==> config.mk <==
export PLATFORM = sky130hd
export DESIGN_NAME = vga_timing_gen
export DESIGN_NICKNAME = d
export VERILOG_FILES = /design/src/rtl/vga_pkg.sv /design/src/rtl/vga_delay_line.sv /design/src/rtl/vga_timing_gen.sv
export SDC_FILE = /design/constraint.sdc
export NUM_CORES = 1
export LEC_CHECK = 0
export ABC_AREA = 1
export BUFFER_PORTS_ARGS = -buffer_cell sky130_fd_sc_hd__buf_4
export CORE_MARGIN = 2
export CORE_UTILIZATION = 45
export DETAILED_ROUTE_END_ITERATION = 8
export HOLD_SLACK_MARGIN = 0.06
export SYNTH_ARGS = -nofsm -noshare
export SYNTH_HDL_FRONTEND = slang
export SYNTH_HIERARCHICAL = 1
export SYNTH_SLANG_ARGS = --single-unit
==> constraint.sdc <==
create_clock -name vga_clk -period 4.15 [get_ports vga_clk]
set_clock_uncertainty 0.2 [all_clocks]
set_input_delay 0.6225 -clock vga_clk [delete_from_list [all_inputs] [get_ports vga_clk]]
set_output_delay 0.6225 -clock vga_clk [all_outputs]
set_load 0.01 [all_outputs]
==> src/rtl/vga_pkg.sv <==
// Shared timing constants and helpers for the VGA raster timing generator.
package vga_pkg;

  // 800x600 @ 75 Hz
  localparam int unsigned SVGA75_H_SYNC    = 80;
  localparam int unsigned SVGA75_H_BACK    = 160;
  localparam int unsigned SVGA75_H_DISPLAY = 800;
  localparam int unsigned SVGA75_H_FRONT   = 16;
  localparam int unsigned SVGA75_V_SYNC    = 3;
  localparam int unsigned SVGA75_V_BACK    = 21;
  localparam int unsigned SVGA75_V_DISPLAY = 600;
  localparam int unsigned SVGA75_V_FRONT   = 1;

  // 640x480 @ 60 Hz
  localparam int unsigned VGA60_H_SYNC    = 96;
  localparam int unsigned VGA60_H_BACK    = 48;
  localparam int unsigned VGA60_H_DISPLAY = 640;
  localparam int unsigned VGA60_H_FRONT   = 16;
  localparam int unsigned VGA60_V_SYNC    = 2;
  localparam int unsigned VGA60_V_BACK    = 33;
  localparam int unsigned VGA60_V_DISPLAY = 480;
  localparam int unsigned VGA60_V_FRONT   = 10;

  localparam logic POL_ACTIVE_LOW  = 1'b0;
  localparam logic POL_ACTIVE_HIGH = 1'b1;

  localparam int unsigned MAX_LEAD = 7;

  function automatic int unsigned h_total(input int unsigned sync, input int unsigned back,
                                          input int unsigned disp, input int unsigned front);
    return sync + back + disp + front;
  endfunction

  function automatic int unsigned v_total(input int unsigned sync, input int unsigned back,
                                          input int unsigned disp, input int unsigned front);
    return sync + back + disp + front;
  endfunction

endpackage

==> src/rtl/vga_delay_line.sv <==
// Synchronously resettable shift register; reset loads RST_VAL into every stage.
module vga_delay_line #(
  parameter int unsigned      WIDTH   = 1,
  parameter int unsigned      DEPTH   = 1,
  parameter logic [WIDTH-1:0] RST_VAL = '0
) (
  input  logic             clk_i,
  input  logic             rst_i,
  input  logic [WIDTH-1:0] d_i,
  output logic [WIDTH-1:0] q_o
);

  // One dummy stage keeps the array legal when DEPTH is 0; it is then bypassed.
  localparam int unsigned NStage = (DEPTH == 0) ? 1 : DEPTH;

  logic [WIDTH-1:0] stage_q [NStage];

  always_ff @(posedge clk_i) begin
    if (rst_i) begin
      for (int unsigned i = 0; i < NStage; i++) stage_q[i] <= RST_VAL;
    end else begin
      stage_q[0] <= d_i;
      for (int unsigned i = 1; i < NStage; i++) stage_q[i] <= stage_q[i-1];
    end
  end

  assign q_o = (DEPTH == 0) ? d_i : stage_q[NStage-1];

endmodule

==> src/rtl/vga_timing_gen.sv <==
// VGA raster timing generator: counters, registered request-stage decode, and a
// LEAD-cycle delayed display stage so pixel fetches can be issued ahead of de.
module vga_timing_gen
  import vga_pkg::*;
#(
  parameter int unsigned H_SYNC    = SVGA75_H_SYNC,
  parameter int unsigned H_BACK    = SVGA75_H_BACK,
  parameter int unsigned H_DISPLAY = SVGA75_H_DISPLAY,
  parameter int unsigned H_FRONT   = SVGA75_H_FRONT,
  parameter int unsigned V_SYNC    = SVGA75_V_SYNC,
  parameter int unsigned V_BACK    = SVGA75_V_BACK,
  parameter int unsigned V_DISPLAY = SVGA75_V_DISPLAY,
  parameter int unsigned V_FRONT   = SVGA75_V_FRONT,
  parameter logic        HS_POL    = POL_ACTIVE_LOW,
  parameter logic        VS_POL    = POL_ACTIVE_LOW,
  parameter int unsigned LEAD      = 2,
  parameter int unsigned CW        = 11
) (
  input  logic          vga_clk,
  input  logic          rst,
  output logic          hsync,
  output logic          vsync,
  output logic          de,
  output logic [CW-1:0] col,
  output logic [CW-1:0] row,
  output logic          line_start,
  output logic          frame_start,
  output logic          req,
  output logic [CW-1:0] req_col,
  output logic [CW-1:0] req_row
);

  localparam int unsigned HTotal    = h_total(H_SYNC, H_BACK, H_DISPLAY, H_FRONT);
  localparam int unsigned VTotal    = v_total(V_SYNC, V_BACK, V_DISPLAY, V_FRONT);
  localparam int unsigned HVisStart = H_SYNC + H_BACK;
  localparam int unsigned HVisEnd   = H_SYNC + H_BACK + H_DISPLAY;
  localparam int unsigned VVisStart = V_SYNC + V_BACK;
  localparam int unsigned VVisEnd   = V_SYNC + V_BACK + V_DISPLAY;
  localparam int unsigned BW        = 5 + 2 * CW;

  localparam logic [CW-1:0] HLast = CW'(HTotal - 1);
  localparam logic [CW-1:0] VLast = CW'(VTotal - 1);

  // Bundle layout: {hsync, vsync, de, line_start, frame_start, col, row}
  localparam logic [BW-1:0] IdleBundle = {~HS_POL, ~VS_POL, 3'b000, {(2 * CW){1'b0}}};

  if (LEAD > MAX_LEAD) begin : gen_bad_lead
    $error("vga_timing_gen: LEAD must be in 0..7");
  end
  if ((HTotal - 1) >= (2 ** CW) || (VTotal - 1) >= (2 ** CW)) begin : gen_bad_cw
    $error("vga_timing_gen: CW too narrow for H_TOTAL-1 / V_TOTAL-1");
  end

  logic [CW-1:0] hcnt_q, hcnt_d;
  logic [CW-1:0] vcnt_q, vcnt_d;
  logic [BW-1:0] req_q, req_d;
  logic [BW-1:0] disp_bundle;

  logic h_vis, v_vis, vis;
  logic hs_d, vs_d, ls_d, fs_d;
  logic [CW-1:0] col_d, row_d;

  always_comb begin
    hcnt_d = (hcnt_q == HLast) ? '0 : hcnt_q + CW'(1);
    vcnt_d = vcnt_q;
    if (hcnt_q == HLast) begin
      vcnt_d = (vcnt_q == VLast) ? '0 : vcnt_q + CW'(1);
    end

    h_vis = (32'(hcnt_q) >= HVisStart) && (32'(hcnt_q) < HVisEnd);
    v_vis = (32'(vcnt_q) >= VVisStart) && (32'(vcnt_q) < VVisEnd);
    vis   = h_vis && v_vis;

    hs_d  = (32'(hcnt_q) < H_SYNC) ? HS_POL : ~HS_POL;
    vs_d  = (32'(vcnt_q) < V_SYNC) ? VS_POL : ~VS_POL;
    ls_d  = (hcnt_q == '0);
    fs_d  = (hcnt_q == '0) && (vcnt_q == '0);
    // Coordinates forced to 0 in blanking so no negative offsets leak out.
    col_d = vis ? CW'(32'(hcnt_q) - HVisStart) : '0;
    row_d = vis ? CW'(32'(vcnt_q) - VVisStart) : '0;

    req_d = {hs_d, vs_d, vis, ls_d, fs_d, col_d, row_d};
  end

  always_ff @(posedge vga_clk) begin
    if (rst) begin
      hcnt_q <= '0;
      vcnt_q <= '0;
      req_q  <= IdleBundle;
    end else begin
      hcnt_q <= hcnt_d;
      vcnt_q <= vcnt_d;
      req_q  <= req_d;
    end
  end

  assign req     = req_q[2*CW+2];
  assign req_col = req_q[2*CW-1:CW];
  assign req_row = req_q[CW-1:0];

  vga_delay_line #(
    .WIDTH  (BW),
    .DEPTH  (LEAD),
    .RST_VAL(IdleBundle)
  ) u_delay (
    .clk_i(vga_clk),
    .rst_i(rst),
    .d_i  (req_q),
    .q_o  (disp_bundle)
  );

  assign {hsync, vsync, de, line_start, frame_start, col, row} = disp_bundle;

endmodule

==> run_results.csv, run 1 <==
group,metric,value,unit
sta,fmax,488,MHz
floorplanning,fp-row-count,35,
logic_synthesis,muxShareOfSynthArea,0,%
logic_synthesis,synth-simple-area-share,22.6,%
clock_network,cts_tree,"built",
critical_path,path_max_fanout,23,
outcome,outcome,"finished clean",
routing,wl,6790,um
critical_path,required,4.23,ns
routing,drtAntennaViolNets,0,
cells_and_area,layout_common_cells,"103 x dfxtp_1, 98 x nor2_1, 95 x inv_1",
global_route,grt_pass1_wl,11700,um
cells_and_area,seqCellArea,2060,um^2
logic_synthesis,syn-mean-instance-area,8.11,um^2
sta,slew_headroom,64.7,%
floorplanning,start_util,45.6,%
logic_synthesis,synth_xor_area_share,2.11,%
logic_synthesis,synth_area,4150,um^2
floorplanning,core_area,9110,um^2
power,cellPowerDensity,372,nW/um^2
sta,fin_crit_sh,49.4,%
clock_network,postCtsHoldBufs,0,
floorplanning,die_w,100,um
sta,fin_crit,2.05,ns
cells_and_area,fillers,905,
clock_network,clock_sinks,103,
routing,drtIter0Drc,100,
clock_network,cts_setup_buffers,0,
sta,rsz0062_at_grt,"false",
routing,wl_per_cell,10.8,um
critical_path,arrival,2.14,ns
cells_and_area,n_antenna_cell,0,
clock_network,ctsLongestPathBuffers,2,
global_route,grt-ovfl-total,0,
power,vdd_drop_max,0.000197,V
placed_design,dpl.hpwl,5000,um
clock_network,post_cts_resize_count,0,
routing,drt-vias-per-instance,4.32,
logic_synthesis,synthCells,512,
floorplanning,top_level_ports,52,
sta,finalHoldViolCount,0,
power,p_total,1.63,mW
critical_path,startpoint_type,"flip-flop",
cells_and_area,fin_nets,525,
logic_synthesis,syn-num-nets,523,
placed_design,gp_congestion,0.887,
floorplanning,die-area,10000,um^2
global_route,grt_pass1_vias,2511,
logic_synthesis,synth_compound_area_share,2.56,%
placed_design,port_buffers,51,
run,max_cap_viol_count,0,
routing,firstDrtPassIters,4,
logic_synthesis,yosysSeqAreaShare,49.6,%
routing,drc_errors,0,
sta,worst_pin_slew,0.529,ns
logic_synthesis,synth_cell_types,28,
floorplanning,die_h,100,um
logic_synthesis,ys_ff_latch,103,
sta,drv_slew,0,
cells_and_area,multiInputGateArea,1250,um^2
global_route,grt_max_degree,56,
critical_path,end_kind,"flip-flop",
power,leakage,1.99,nW
clock_network,clock_latency,0.36,ns
logic_synthesis,synth_top_family_by_area,"simple AND/OR/NAND/NOR gates",
routing,via_count,2723,
min_path,min_path_type,"flip-flop to flip-flop",
logic_synthesis,yosys_warnings,6,
cells_and_area,drive_above_1_share,16.2,%
cells_and_area,layout_commonest_cell,"dfxtp_1",
sta,setup_violations,0,
clock_network,clockRootBuffer,"clkbuf_8",
global_route,grt_usage,14.5,%
logic_synthesis,synth_adder_area_share,2.71,%
cells_and_area,area_growth,5.45,%
sta,tns,0,ns
clock_network,clkTransAtPathRegs,0.10,ns
global_route,antenna_found_initial,0,
min_path,worstHoldPathCells,2,
critical_path,worstSetupPathType,"flip-flop to flip-flop",
critical_path,reg2regPathDepth,7,
clock_network,htree_levels,3,
clock_network,cts_buffers,9,
critical path, cell delays in order, from the launching register on:
cell     delay (ns)
dfxtp_1        0.50
ha_1           0.28
nand3_2        0.14
inv_1          0.08
nand3_1        0.06
nand3_1        0.09
nand3_2        0.42
nor2_1         0.21
path summary, 6_finish.rpt:
kind,from,slack (ns),end
setup / recovery,hcnt_q[4]$_SDFF_PP0_,2.10,req_q[14]$_SDFF_PP0_
hold / removal,u_delay/stage_q[0][1]$_SDFF_PP0_,0.21,u_delay/stage_q[0][28]$_SDFF_PP0_
setup reg to reg,hcnt_q[4]$_SDFF_PP0_,2.10,req_q[14]$_SDFF_PP0_
hold reg to reg,u_delay/stage_q[0][1]$_SDFF_PP0_,0.21,u_delay/stage_q[0][28]$_SDFF_PP0_
metrics by stage:
step                hold WS [ns]  setup slack [ns]  instance area [um^2]  instances  util (%)
floorplan                  0.180              2.54                  4150        512         -
global placement           0.193              1.99                  4190        614      46.0
detailed placement         0.192              1.93                  4190        614      46.0
CTS                        0.207              2.09                  4380        630      48.1
global route               0.220              1.88                  4380        630      48.1
finish                     0.205              2.10                  4380        630      48.1
routing by layer:
metal / GRT usage [%] / part of all wire (%)
met5: 0 / 0
met4: 5.37 / 2.4
met3: 4.04 / 4.1
met2: 22.8 / 44
met1: 19.1 / 49
flip-flops by register name (all words and copies together), names as in the netlist:
signal,flops
hcnt_q,11
req_q,27
u_delay/stage_q,54
vcnt_q,11
power by group:
part / switching [mW] / internal, mW
Clock: 0.360 / 0.235
Sequential: 0.00492 / 0.997
Combinational: 0.0231 / 0.0103
synth_stat cells:
cell type  instances  share of area [%]
dfxtp_1          103                 50
nor2_1            98                8.9
inv_1             95                8.6
nand2_1           61                5.5
buf_4             49                8.9
nand3_1           23                2.8
a21oi_1           10                1.2
buf_6             10                2.7
nand4_1           10                1.5
ha_1               9                2.7
xor2_1             8                1.7
nor2_2             7                1.1
nor3_1             6               0.72
o21ai_0            5               0.60
nand2_2            2               0.30
nand3_2            2               0.48
o21ai_2            2               0.42
xnor2_1            2               0.42
buf_2              1               0.12
inv_2              1              0.090
nand3_4            1               0.42
nor2_4             1               0.27
nor3_2             1               0.24
nor3b_1            1               0.18
o211ai_1           1               0.18
o22ai_1            1               0.15
or2_2              1               0.15
or3_1              1               0.15
cell families (layout without fill, tap and decap cells):
kind of cell	after synthesis	after routing
fa+ha+maj	9	9
xor+xnor	10	10
simple gates	215	215
buf+inv	156	163
flops	103	103
compound gates	19	19
cell type report:
cell class / count / share of cell area [%]
repair buffers: 51 / 8.74
flip-flops and latches: 103 / 47.1
clock inverters: 6 / 1.43
clock buffers: 10 / 2.91
inverters: 96 / 8.23
well taps: 111 / 3.17
multi-input cells: 253 / 28.4
Note: power is estimated with default switching activity, not from simulation.
==> run 2: changes to the inputs <==
- ABC_AREA: 1 -> 0
- PLACE_DENSITY: unset -> 0.67
- clock period: 4.15 -> 1.8 ns (I/O delays scaled with it)
==> run_results.csv, run 2 <==
group,metric,value,unit
logic_synthesis,synth_area_leaders,"dfxtp_1 52%, buf_4 10%, nor2b_1 7.6%",
cells_and_area,n_antenna_cell,0,
power,cellPowerDensity,753,nW/um^2
critical_path,critPathBufInv,3,
logic_synthesis,synth_compound_area_share,3.27,%
routing,drt-vias-per-instance,4.92,
clock_network,clock_sinks,103,
cells_and_area,area_growth,28.1,%
outcome,violations,"negative setup slack",
cells_and_area,layout_commonest_cell,"buf_4",
clock_network,htree_levels,3,
critical_path,worstSetupPathType,"flip-flop to flip-flop",
global_route,grt-ovfl-total,0,
critical_path,cp_slowest_cell,"or4_4",
logic_synthesis,synth_top_area_share,51.9,%
clock_network,cts_buffers,9,
logic_synthesis,synthCells,397,
clock_network,cts_tree,"built",
floorplanning,die-area,9600,um^2
sta,fmax,460,MHz
floorplanning,fp-row-count,34,
logic_synthesis,synth_common_cells,"103 x dfxtp_1, 53 x buf_4, 48 x nor2b_1",
critical_path,required,1.89,ns
sta,finalHoldViolCount,0,
floorplanning,die_h,98,um
logic_synthesis,ys_ff_latch,103,
routing,drtIter0Drc,132,
logic_synthesis,synth_cell_types,36,
clock_network,clockRootBuffer,"clkbuf_8",
run,max_cap_viol_count,0,
min_path,min_path_type,"flip-flop to flip-flop",
cells_and_area,layout_common_cells,"101 x buf_4, 100 x dfxtp_1, 47 x nor2b_1",
logic_synthesis,syn-num-nets,408,
logic_synthesis,synth_xor_area_share,4.63,%
global_route,grt_max_degree,41,
routing,drc_errors,0,
cells_and_area,drive_above_1_share,40.6,%
logic_synthesis,ys.flop_type,"dfxtp_1",
critical_path,cp_top_family,"simple AND/OR/NAND/NOR gates",
critical_path,end_kind,"flip-flop",
routing,wl,8210,um
floorplanning,die_w,98,um
floorplanning,top_level_ports,52,
cells_and_area,fin_area,5090,um^2
logic_synthesis,syn-mean-instance-area,10.0,um^2
logic_synthesis,post-synth-top-area-cell,"dfxtp_1",
sta,fin_crit_sh,121,%
logic_synthesis,synth_adder_area_share,2.83,%
routing,wl_per_cell,14.4,um
routing,via_count,2798,
clock_network,clock_latency,0.36,ns
cells_and_area,largest_registers,"u_delay/stage_q (54), req_q (27)",
cells_and_area,finish.utilization,59.0,%
sta,setup_violations,34,
cells_and_area,largest_register_ffs,54,
critical_path,arrival,2.27,ns
critical_path,path_max_fanout,6,
sta,final.setup.worst_slack,-0.373,ns
power,vdd_drop_max,0.000405,V
sta,drv_slew,0,
cells_and_area,fin_nets,467,
placed_design,dp_slack,-0.284,ns
clock_network,ctsLongestPathBuffers,2,
sta,whs,0.211,ns
logic_synthesis,muxShareOfSynthArea,0,%
clock_network,clkTransAtPathRegs,0.10,ns
cells_and_area,top_register,"u_delay/stage_q",
logic_synthesis,synth_area,3980,um^2
routing,firstDrtPassIters,4,
outcome,outcome,"finished, violations left",
placed_design,dpl_cell_area,4510,um^2
floorplanning,core_area,8640,um^2
critical_path,slowest_delay,0.55,ns
logic_synthesis,async_reset_ff_share,0,%
placed_design,port_buffers,51,
sta,slew_headroom,61.5,%
critical_path,cp_cell_sequence,"or4_4, o31ai_1, nand4_1, buf_6, buf_12, buf_16, nor3b_2",
placed_design,dpl.hpwl,5100,um
global_route,grt_pass1_wl,13000,um
power,leakage,2.11,nW
logic_synthesis,synth.most_common_cell,"dfxtp_1",
sta,rsz0062_at_grt,"true",
logic_synthesis,yosys_warnings,6,
logic_synthesis,synth-simple-area-share,23.1,%
global_route,antenna_found_initial,0,
sta,worst_pin_slew,0.575,ns
floorplanning,start_util,46.0,%
logic_synthesis,synth_top_family_by_area,"simple AND/OR/NAND/NOR gates",
global_route,grt_usage,16.6,%
sta,fin_crit,2.17,ns
logic_synthesis,synth_enable_flop_cells,0,
placed_design,gp_congestion,0.858,
routing,drtAntennaViolNets,0,
power,p_total,3.83,mW
global_route,grt_pass1_vias,2711,
critical_path,startpoint_type,"flip-flop",
logic_synthesis,yosysSeqAreaShare,51.9,%
## run 2: area by class of cell
type | count | area, um^2
Timing Repair Buffer | 120 | 1060
Inverter | 9 | 33.8
Sequential cell | 103 | 2070
Fill cell | 684 | 3540
Tap cell | 108 | 135
Multi-Input combinational cell | 213 | 1600
Clock buffer | 10 | 138
Clock inverter | 6 | 62.6
## run 2: what timing repair did
item,4_1_cts,5_1_grt
hold endpoints to repair,6,0
endpoints found under the setup margin,44,41
hold buffers,1,0
cloned,3,2
buffers inserted,8,4
pin swaps,13,13
gates resized for setup,17,31
## run 2: final timing paths
path	end	cells past startpoint	from	slack, ns
worst max-delay path	req_q[14]$_SDFF_PP0_	7	hcnt_q[7]$_SDFF_PP0_	-0.37
worst min register to register	u_delay/stage_q[0][53]$_SDFF_PP1_	1	u_delay/stage_q[0][26]$_SDFF_PP1_	0.21
worst max register to register	req_q[14]$_SDFF_PP0_	7	hcnt_q[7]$_SDFF_PP0_	-0.37
worst min-delay path	u_delay/stage_q[0][53]$_SDFF_PP1_	1	u_delay/stage_q[0][26]$_SDFF_PP1_	0.21
## run 2: worst reg2reg max path: stages, from the launching register on
cell,delay [ns]
dfxtp_2,0.33
or4_4,0.55
o31ai_1,0.31
nand4_1,0.15
buf_6,0.16
buf_12,0.12
buf_16,0.13
nor3b_2,0.15
## run 2: cell families (layout without fill, tap and decap cells)
| family | Yosys count | after routing |
|---|---|---|
| adder cells (fa/ha/maj) | 9 | 9 |
| XOR/XNOR | 21 | 21 |
| buffers and inverters | 82 | 145 |
| AND/OR/NAND/NOR | 159 | 160 |
| AO/OA/AOI/OAI | 23 | 23 |
| flip-flops | 103 | 103 |
## run 2: stage by stage
stage	setup TNS, ns	instances
after floorplan	-6.74	397
after global placement	-5.20	536
after global routing	-11.79	569
after CTS	-5.70	564
after detailed placement	-7.45	536
final	-8.68	569
## run 2: routing by layer
layer	vias up	track usage, %	routed length (um)
met5	-	0	0
met4	0	5.77	161
met3	16	3.79	474
met2	114	27.8	4150
met1	1289	21.1	3420
li1	1379	-	-
## run 2: power breakdown
part | switching, mW | leakage (nW) | internal (mW)
Combinational | 0.0606 | 1.17 | 0.0523
Sequential | 0.00736 | 0.834 | 2.30
Clock | 0.838 | 0.102 | 0.578
